--- src/rtl/nano_arb_pkg.sv ---
// rtl/nano_arb_pkg.sv - shared widths and types for the nano memory arbiter
package nano_arb_pkg;

  localparam int AW = 8;
  localparam int DW = 16;

  typedef enum logic [1:0] {
    IDLE,
    OWN_A,
    OWN_B
  } arb_state_e;

  typedef struct packed {
    logic          we;
    logic [AW-1:0] addr;
    logic [DW-1:0] wdata;
  } mem_req_t;

endpackage

--- src/rtl/nano_mem_arbiter_if.sv ---
// rtl/nano_mem_arbiter_if.sv - bundle of both master ports and the memory side of the arbiter
interface nano_mem_arbiter_if;
  import nano_arb_pkg::*;

  logic          a_req;
  logic          a_we;
  logic [AW-1:0] a_addr;
  logic [DW-1:0] a_wdata;
  logic          a_gnt;
  logic [DW-1:0] a_rdata;
  logic          a_rvalid;

  logic          b_req;
  logic          b_we;
  logic [AW-1:0] b_addr;
  logic [DW-1:0] b_wdata;
  logic          b_gnt;
  logic [DW-1:0] b_rdata;
  logic          b_rvalid;
  logic          b_err;

  logic          mem_ce;
  logic          mem_we;
  logic [AW-1:0] mem_address;
  logic [DW-1:0] mem_dataW;
  logic [DW-1:0] mem_dataR;

  modport slave (
    input  a_req, a_we, a_addr, a_wdata,
    input  b_req, b_we, b_addr, b_wdata,
    input  mem_dataR,
    output a_gnt, a_rdata, a_rvalid,
    output b_gnt, b_rdata, b_rvalid, b_err,
    output mem_ce, mem_we, mem_address, mem_dataW
  );

  modport master (
    output a_req, a_we, a_addr, a_wdata,
    output b_req, b_we, b_addr, b_wdata,
    output mem_dataR,
    input  a_gnt, a_rdata, a_rvalid,
    input  b_gnt, b_rdata, b_rvalid, b_err,
    input  mem_ce, mem_we, mem_address, mem_dataW
  );

endinterface

--- src/rtl/nano_arb_rr_core.sv ---
// rtl/nano_arb_rr_core.sv - two-port burst-limited round-robin grant FSM
module nano_arb_rr_core
  import nano_arb_pkg::*;
#(
  parameter int MAX_BURST = 4
) (
  input  logic ck,
  input  logic rst,
  input  logic a_req,
  input  logic b_req,
  output logic sel_a,
  output logic sel_b
);

  localparam logic [3:0] BMAX = 4'(MAX_BURST);

  arb_state_e state, state_nx;
  logic [3:0] burst_cnt, burst_nx;
  logic       last_b, last_b_nx;

  always_ff @(posedge ck or negedge rst) begin
    if (!rst) begin
      state     <= IDLE;
      burst_cnt <= '0;
      last_b    <= 1'b1;
    end else begin
      state     <= state_nx;
      burst_cnt <= burst_nx;
      last_b    <= last_b_nx;
    end
  end

  always_comb begin
    state_nx  = state;
    burst_nx  = burst_cnt;
    last_b_nx = last_b;
    if (sel_a) begin
      burst_nx = (state != OWN_A) ? 4'd1 : (burst_cnt < BMAX) ? burst_cnt + 4'd1 : BMAX;
      state_nx = OWN_A;
    end else if (sel_b) begin
      burst_nx = (state != OWN_B) ? 4'd1 : (burst_cnt < BMAX) ? burst_cnt + 4'd1 : BMAX;
      state_nx = OWN_B;
    end else begin
      // Remember who held the bus so the next tie from idle goes the other way
      state_nx = IDLE;
      burst_nx = '0;
      if (state == OWN_A) begin
        last_b_nx = 1'b0;
      end else if (state == OWN_B) begin
        last_b_nx = 1'b1;
      end
    end
  end

  always_comb begin
    sel_a = 1'b0;
    sel_b = 1'b0;
    if (rst) begin
      if (a_req && !b_req) begin
        sel_a = 1'b1;
      end else if (b_req && !a_req) begin
        sel_b = 1'b1;
      end else if (a_req && b_req) begin
        case (state)
          OWN_A:   if (burst_cnt < BMAX) sel_a = 1'b1; else sel_b = 1'b1;
          OWN_B:   if (burst_cnt < BMAX) sel_b = 1'b1; else sel_a = 1'b1;
          default: if (last_b) sel_a = 1'b1; else sel_b = 1'b1;
        endcase
      end
    end
  end

endmodule

--- src/rtl/nano_mem_arbiter.sv ---
// rtl/nano_mem_arbiter.sv - CPU/DMA memory arbiter top; NANO_ARB_WPROT_EN enables port B low-address write protection
module nano_mem_arbiter
  import nano_arb_pkg::*;
#(
  parameter int MAX_BURST  = 4,
  parameter int PROT_LIMIT = 20
) (
  input  logic                ck,
  input  logic                rst,
  nano_mem_arbiter_if.slave   bus
);

  logic     sel_a;
  logic     sel_b;
  logic     prot_hit;
  mem_req_t req;

  nano_arb_rr_core #(.MAX_BURST(MAX_BURST)) u_core (
    .ck    (ck),
    .rst   (rst),
    .a_req (bus.a_req),
    .b_req (bus.b_req),
    .sel_a (sel_a),
    .sel_b (sel_b)
  );

  always_comb begin
    req = '0;
    if (sel_a) begin
      req.we    = bus.a_we;
      req.addr  = bus.a_addr;
      req.wdata = bus.a_wdata;
    end else if (sel_b) begin
      req.we    = bus.b_we;
      req.addr  = bus.b_addr;
      req.wdata = bus.b_wdata;
    end
  end

`ifdef NANO_ARB_WPROT_EN
  // A blocked write still consumes its grant so the DMA side sees normal progress
  assign prot_hit = sel_b & bus.b_we & (int'(bus.b_addr) < PROT_LIMIT);

  always_ff @(posedge ck or negedge rst) begin
    if (!rst) begin
      bus.b_err <= 1'b0;
    end else begin
      bus.b_err <= prot_hit;
    end
  end
`else
  logic unused_prot;
  assign unused_prot = (PROT_LIMIT != 0);
  assign prot_hit    = 1'b0;
  assign bus.b_err   = 1'b0;
`endif

  assign bus.a_gnt       = sel_a;
  assign bus.b_gnt       = sel_b;
  assign bus.mem_ce      = sel_a | sel_b;
  assign bus.mem_we      = req.we & ~prot_hit;
  assign bus.mem_address = req.addr;
  assign bus.mem_dataW   = req.wdata;

  always_ff @(posedge ck or negedge rst) begin
    if (!rst) begin
      bus.a_rdata  <= '0;
      bus.b_rdata  <= '0;
      bus.a_rvalid <= 1'b0;
      bus.b_rvalid <= 1'b0;
    end else begin
      bus.a_rvalid <= sel_a & ~bus.a_we;
      bus.b_rvalid <= sel_b & ~bus.b_we;
      if (sel_a && !bus.a_we) begin
        bus.a_rdata <= bus.mem_dataR;
      end
      if (sel_b && !bus.b_we) begin
        bus.b_rdata <= bus.mem_dataR;
      end
    end
  end

endmodule

--- src/flat_wrapper.sv ---
// flat-port wrapper written by rule: the top's interface ports become plain ports
module nano_mem_arbiter_flat import nano_arb_pkg::*;
#(
  parameter int MAX_BURST  = 4,
  parameter int PROT_LIMIT = 20
)
  (ck, rst, bus_a_req, bus_a_we, bus_a_addr, bus_a_wdata, bus_b_req, bus_b_we, bus_b_addr, bus_b_wdata, bus_mem_dataR, bus_a_gnt, bus_a_rdata, bus_a_rvalid, bus_b_gnt, bus_b_rdata, bus_b_rvalid, bus_b_err, bus_mem_ce, bus_mem_we, bus_mem_address, bus_mem_dataW);
  nano_mem_arbiter_if bus_i ();
  input  logic ck;
  input  logic rst;
  input wire logic [$bits(bus_i.a_req)-1:0] bus_a_req;
  input wire logic [$bits(bus_i.a_we)-1:0] bus_a_we;
  input wire logic [$bits(bus_i.a_addr)-1:0] bus_a_addr;
  input wire logic [$bits(bus_i.a_wdata)-1:0] bus_a_wdata;
  input wire logic [$bits(bus_i.b_req)-1:0] bus_b_req;
  input wire logic [$bits(bus_i.b_we)-1:0] bus_b_we;
  input wire logic [$bits(bus_i.b_addr)-1:0] bus_b_addr;
  input wire logic [$bits(bus_i.b_wdata)-1:0] bus_b_wdata;
  input wire logic [$bits(bus_i.mem_dataR)-1:0] bus_mem_dataR;
  output wire logic [$bits(bus_i.a_gnt)-1:0] bus_a_gnt;
  output wire logic [$bits(bus_i.a_rdata)-1:0] bus_a_rdata;
  output wire logic [$bits(bus_i.a_rvalid)-1:0] bus_a_rvalid;
  output wire logic [$bits(bus_i.b_gnt)-1:0] bus_b_gnt;
  output wire logic [$bits(bus_i.b_rdata)-1:0] bus_b_rdata;
  output wire logic [$bits(bus_i.b_rvalid)-1:0] bus_b_rvalid;
  output wire logic [$bits(bus_i.b_err)-1:0] bus_b_err;
  output wire logic [$bits(bus_i.mem_ce)-1:0] bus_mem_ce;
  output wire logic [$bits(bus_i.mem_we)-1:0] bus_mem_we;
  output wire logic [$bits(bus_i.mem_address)-1:0] bus_mem_address;
  output wire logic [$bits(bus_i.mem_dataW)-1:0] bus_mem_dataW;
  assign bus_i.a_req = bus_a_req;
  assign bus_i.a_we = bus_a_we;
  assign bus_i.a_addr = bus_a_addr;
  assign bus_i.a_wdata = bus_a_wdata;
  assign bus_i.b_req = bus_b_req;
  assign bus_i.b_we = bus_b_we;
  assign bus_i.b_addr = bus_b_addr;
  assign bus_i.b_wdata = bus_b_wdata;
  assign bus_i.mem_dataR = bus_mem_dataR;
  assign bus_a_gnt = bus_i.a_gnt;
  assign bus_a_rdata = bus_i.a_rdata;
  assign bus_a_rvalid = bus_i.a_rvalid;
  assign bus_b_gnt = bus_i.b_gnt;
  assign bus_b_rdata = bus_i.b_rdata;
  assign bus_b_rvalid = bus_i.b_rvalid;
  assign bus_b_err = bus_i.b_err;
  assign bus_mem_ce = bus_i.mem_ce;
  assign bus_mem_we = bus_i.mem_we;
  assign bus_mem_address = bus_i.mem_address;
  assign bus_mem_dataW = bus_i.mem_dataW;
  nano_mem_arbiter #(.MAX_BURST(MAX_BURST), .PROT_LIMIT(PROT_LIMIT)) u_core (.ck(ck), .rst(rst), .bus(bus_i));
endmodule
--- config.mk ---
export PLATFORM = sky130hd
export DESIGN_NAME = nano_mem_arbiter_flat
export DESIGN_NICKNAME = d
export VERILOG_FILES = /design/src/rtl/nano_arb_pkg.sv /design/src/rtl/nano_mem_arbiter_if.sv /design/src/rtl/nano_arb_rr_core.sv /design/src/rtl/nano_mem_arbiter.sv /design/src/flat_wrapper.sv
export SDC_FILE = /design/constraint.sdc
export NUM_CORES = 1
export LEC_CHECK = 0
export ABC_AREA = 1
export CAP_MARGIN = 10
export CORE_MARGIN = 4
export CORE_UTILIZATION = 38
export CTS_BUF_LIST = sky130_fd_sc_hd__clkbuf_4 sky130_fd_sc_hd__clkbuf_8
export DETAILED_ROUTE_END_ITERATION = 10
export MAX_ROUTING_LAYER = met4
export PLACE_DENSITY = 0.83
export SETUP_SLACK_MARGIN = 0.2
export SLEW_MARGIN = 20
export SYNTH_ARGS = -nofsm -noshare
export SYNTH_HDL_FRONTEND = slang
export SYNTH_SLANG_ARGS = --single-unit
--- constraint.sdc ---
create_clock -name ck -period 2.25 [get_ports ck]
set_input_delay 0.3375 -clock ck [delete_from_list [all_inputs] [get_ports ck]]
set_output_delay 0.3375 -clock ck [all_outputs]
set_load 0.05 [all_outputs]
==> impl_metrics.csv <==
group,metric,value,unit
layout,layout.nets,503,
route,num_vias,2461,
status,status,"finished, violations left",
floorplanning,ios,133,
logic_synthesis,ys_seq_elements,41,
route,drc_errors,0,
sta,layout_min_cycle_time,2385,ps
sta,setup_viol,26,
worst_setup_path,reg2reg_to,"u_core.bus.a_rdata[8]",
clocking,clkSlewWorstSetupHoldPaths,80,ps
logic_synthesis,ys_warn_count,0,
floorplanning,core_area,5238,µm²
logic_synthesis,synthArstFlopShare,1.000,
floorplanning,initial_utilization,0.4006,
route,wl_per_cell,17.49,µm
layout,final.fill_count,302,
floorplanning,fp.dieW,82.31,µm
sta,layout_setup_ws,-134.6,ps
worst_setup_path,crit_path_end_kind,"primary output",
clocking,cts_root_buf,"clkbuf_8",
clocking,cts_buffers,5,
layout,diodes,0,
sta,fin_crit_sh,1.060,
pwr,leakage,0.002048,µW
global_route,antenna_found_initial,0,
placement,place_ws,134.6,ps
logic_synthesis,syn_inst,281,
sta,grt_setup_unrepaired,"yes",
sta,skew,10.87,ps
global_route,grt_max_degree,40,
sta,relSlewSlack,0.6190,
worst_setup_path,cpPeakStageDelay,430,ps
placement,place_area,3751,µm²
logic_synthesis,ys_seq_area_frac,0.4896,
logic_synthesis,synth-main-ff-cell,"dfrtp_1",
layout,finalInstanceArea,4307,µm²
worst_setup_path,cp.required,1910,ps
logic_synthesis,avgSynthCellArea,7.467,µm²
worst_setup_path,worstSetupPathType,"reg -> out",
route,firstDrtPassIters,4,
floorplanning,die_h,82.31,µm
clocking,clk_latency,290,ps
worst_setup_path,crit_buf_inv,3,
sta,fin_setup_tns,-2547,ps
placement,gp_routability_congestion,0.7698,
worst_setup_path,critical_path.top_delay_family,"simple AND/OR/NAND/NOR gates",
worst_setup_path,arrival,2050,ps
floorplanning,row_count,26,
global_route,grt_overflow,0,
route,drtIter0Drc,95,
clocking,cts_tree,"yes",
worst_setup_path,cp_common_cell,"nand2_2",
worst_setup_path,r2r-start,"u_core.u_core.state[1]",
global_route,track_usage,0.2255,
worst_setup_path,slowest_stage,"dfrtp_1",
worst_setup_path,reg2reg_depth,15,
logic_synthesis,synth_area_leaders,"dfrtp_1 48%, nand2_1 31%, o21ai_0 4.3%, buf_6 2.7%, ha_1 1.8%",
logic_synthesis,synth_edf_count,0,
worst_setup_path,critPathMaxFanout,6,
flow_run,drv_cap,0,
placement,hpwl,5435,µm
sta,report.final.slew_viol_count,0,
clocking,numClockSinks,41,
global_route,grt_pass1_wl,11230,µm
placement,io_buffers,131,
worst_setup_path,cp-start-kind,"flop",
route,avgViaCountPerCell,4.912,
sta,worstMarginPinSlew,569.7,ps
pwr,ir_drop,904.3,µV
layout,multi_input_area,1144,µm²
status,failed_checks,"setup timing",
logic_synthesis,synth.distinct_cells,24,
logic_synthesis,synth.largest_area_cell,"dfrtp_1",
floorplanning,dieArea,6775,µm²
layout,drive_above_1_share,0.2923,
sta,max_freq,419.4,MHz
global_route,first_global_vias,2351,
clocking,clk_path_buf_depth,2,
pwr,power.density,928.7,nW/µm²
route,final_antenna_net_count,0,
sta,hold_viol,0,
worst_setup_path,path_cells,"ha_4 -> inv_4 -> nand3_2 -> nand2_1 -> nand2_2 -> nand2_4 -> nor2_8 -> clkbuf_16 -> nand2_2 -> nand2_2 -> buf_12",
logic_synthesis,yosys.area.top_type_share,0.4770,
min_path,min_path_type,"in -> async",
clocking,cts.htree.levels,2,
layout,area_growth,105.2,%
layout,regArea,1027,µm²
route,postRouteWirelength,8762,µm
logic_synthesis,netlist_area,2098,µm²
worst_setup_path,r2r_slack,140,ps
pwr,total_power,3999,µW
layout make-up:
type                            count  share of cell area
Tap cell                           70             0.02034
Clock buffer                        6             0.01772
Multi-Input combinational cell    216              0.2655
Clock inverter                      2            0.009006
Timing Repair Buffer              154              0.4349
Inverter                           12             0.01395
Sequential cell                    41              0.2385
cell usage after synthesis (2+ instances only):
master,instances
nand2_1,175
buf_2,3
nand3_1,5
buf_6,5
ha_1,3
dfrtp_1,40
buf_4,2
clkbuf_1,3
o21ai_0,18
inv_2,3
a21oi_1,2
inv_1,9
nor2_1,2
logic make-up after synthesis:
logic type	Yosys count	synth area share
AND/OR/NAND/NOR	191	0.3751
flip-flops	41	0.4896
buffers and inverters	25	0.06797
AO/OA/AOI/OAI	20	0.04771
adder cells (fa/ha/maj)	3	0.01789
other	1	0.001787
sequential cells by signal, summed over array words and instances (netlist names):
name,count
u_core.u_core.state,2
u_core.u_core.last_b,1
u_core.bus.b_rvalid,1
u_core.bus.a_rvalid,1
u_core.bus.b_rdata,16
u_core.bus.a_rdata,16
u_core.u_core.burst_cnt,4
per-layer routing:
metal | wire [µm] | part of all wire | GRT usage
met1 | 3160 | 0.36 | 0.2476
met2 | 4572 | 0.52 | 0.3870
met3 | 834 | 0.095 | 0.08568
met4 | 194 | 0.022 | 0.05150
met5 | 0 | 0 | -
timing repair:
item | 4_1_cts | 5_1_grt
endpoints found under the hold margin | 1 | 0
resized for setup | 29 | 53
setup buffers | 6 | 6
hold buffers | 1 | 0
cloned | 1 | 2
pin swaps | 34 | 9
setup endpoints to repair | 28 | 45
worst register-to-register path, cell delays in order (launching register included):
cell and delay [ps]:
dfrtp_1 430, inv_1 80, ha_2 200, inv_2 50
nand2_1 80, nand3_2 100, nand2_4 70, nand3_4 90
buf_6 140, buf_6 110, buf_12 120, buf_8 140
nor2_4 130, buf_12 170, nand2_1 70, nand2_1 60
where the power goes:
| part | switching [µW] | leakage [µW] | internal, µW |
|---|---|---|---|
| sequential | 134 | 0.000516 | 946 |
| clock | 254 | 0.0000588 | 345 |
| combinational | 1420 | 0.00147 | 904 |
| total | 1800 | 0.00205 | 2190 |
stage by stage:
stage | hold slack (ps) | utilization | instances
5_1_grt | 58.61 | 0.8223 | 501
3_5_place_dp | 161.0 | 0.7162 | 477
4_1_cts | 54.44 | 0.7747 | 493
6_report | 62.89 | 0.8223 | 501
3_3_place_gp | 161.5 | 0.7162 | 477
2_1_floorplan | 41.91 | - | 282
how the worst max path moves through the flow:
stage	startpoint	endpoint	depth (start not counted)
floorplan	u_core.u_core.state[0]	bus_mem_address[5]	10
global placement	bus_b_req	bus_mem_dataW[9]	9
detailed placement	bus_b_req	bus_mem_dataW[15]	9
CTS	u_core.u_core.state[1]	bus_mem_dataW[3]	13
global route	u_core.u_core.state[1]	bus_mem_address[1]	13
finish	u_core.u_core.state[1]	bus_mem_address[2]	11
layout by cell type (no fill, tap or decap), drive strengths merged:
master	instances
nand2	177
clkdlybuf4s50	102
buf	48
dfrtp	40
o21ai	18
inv	12
clkbuf	8
nand3	6
nor2	5
ha	3
a21oi	2
conb	2
and2	1
nand3b	1
nand4	1
bufinv	1
clkinv	1
bufbuf	1
dlygate4sd3	1
dfstp	1
Power figures use the tool's default switching activity.
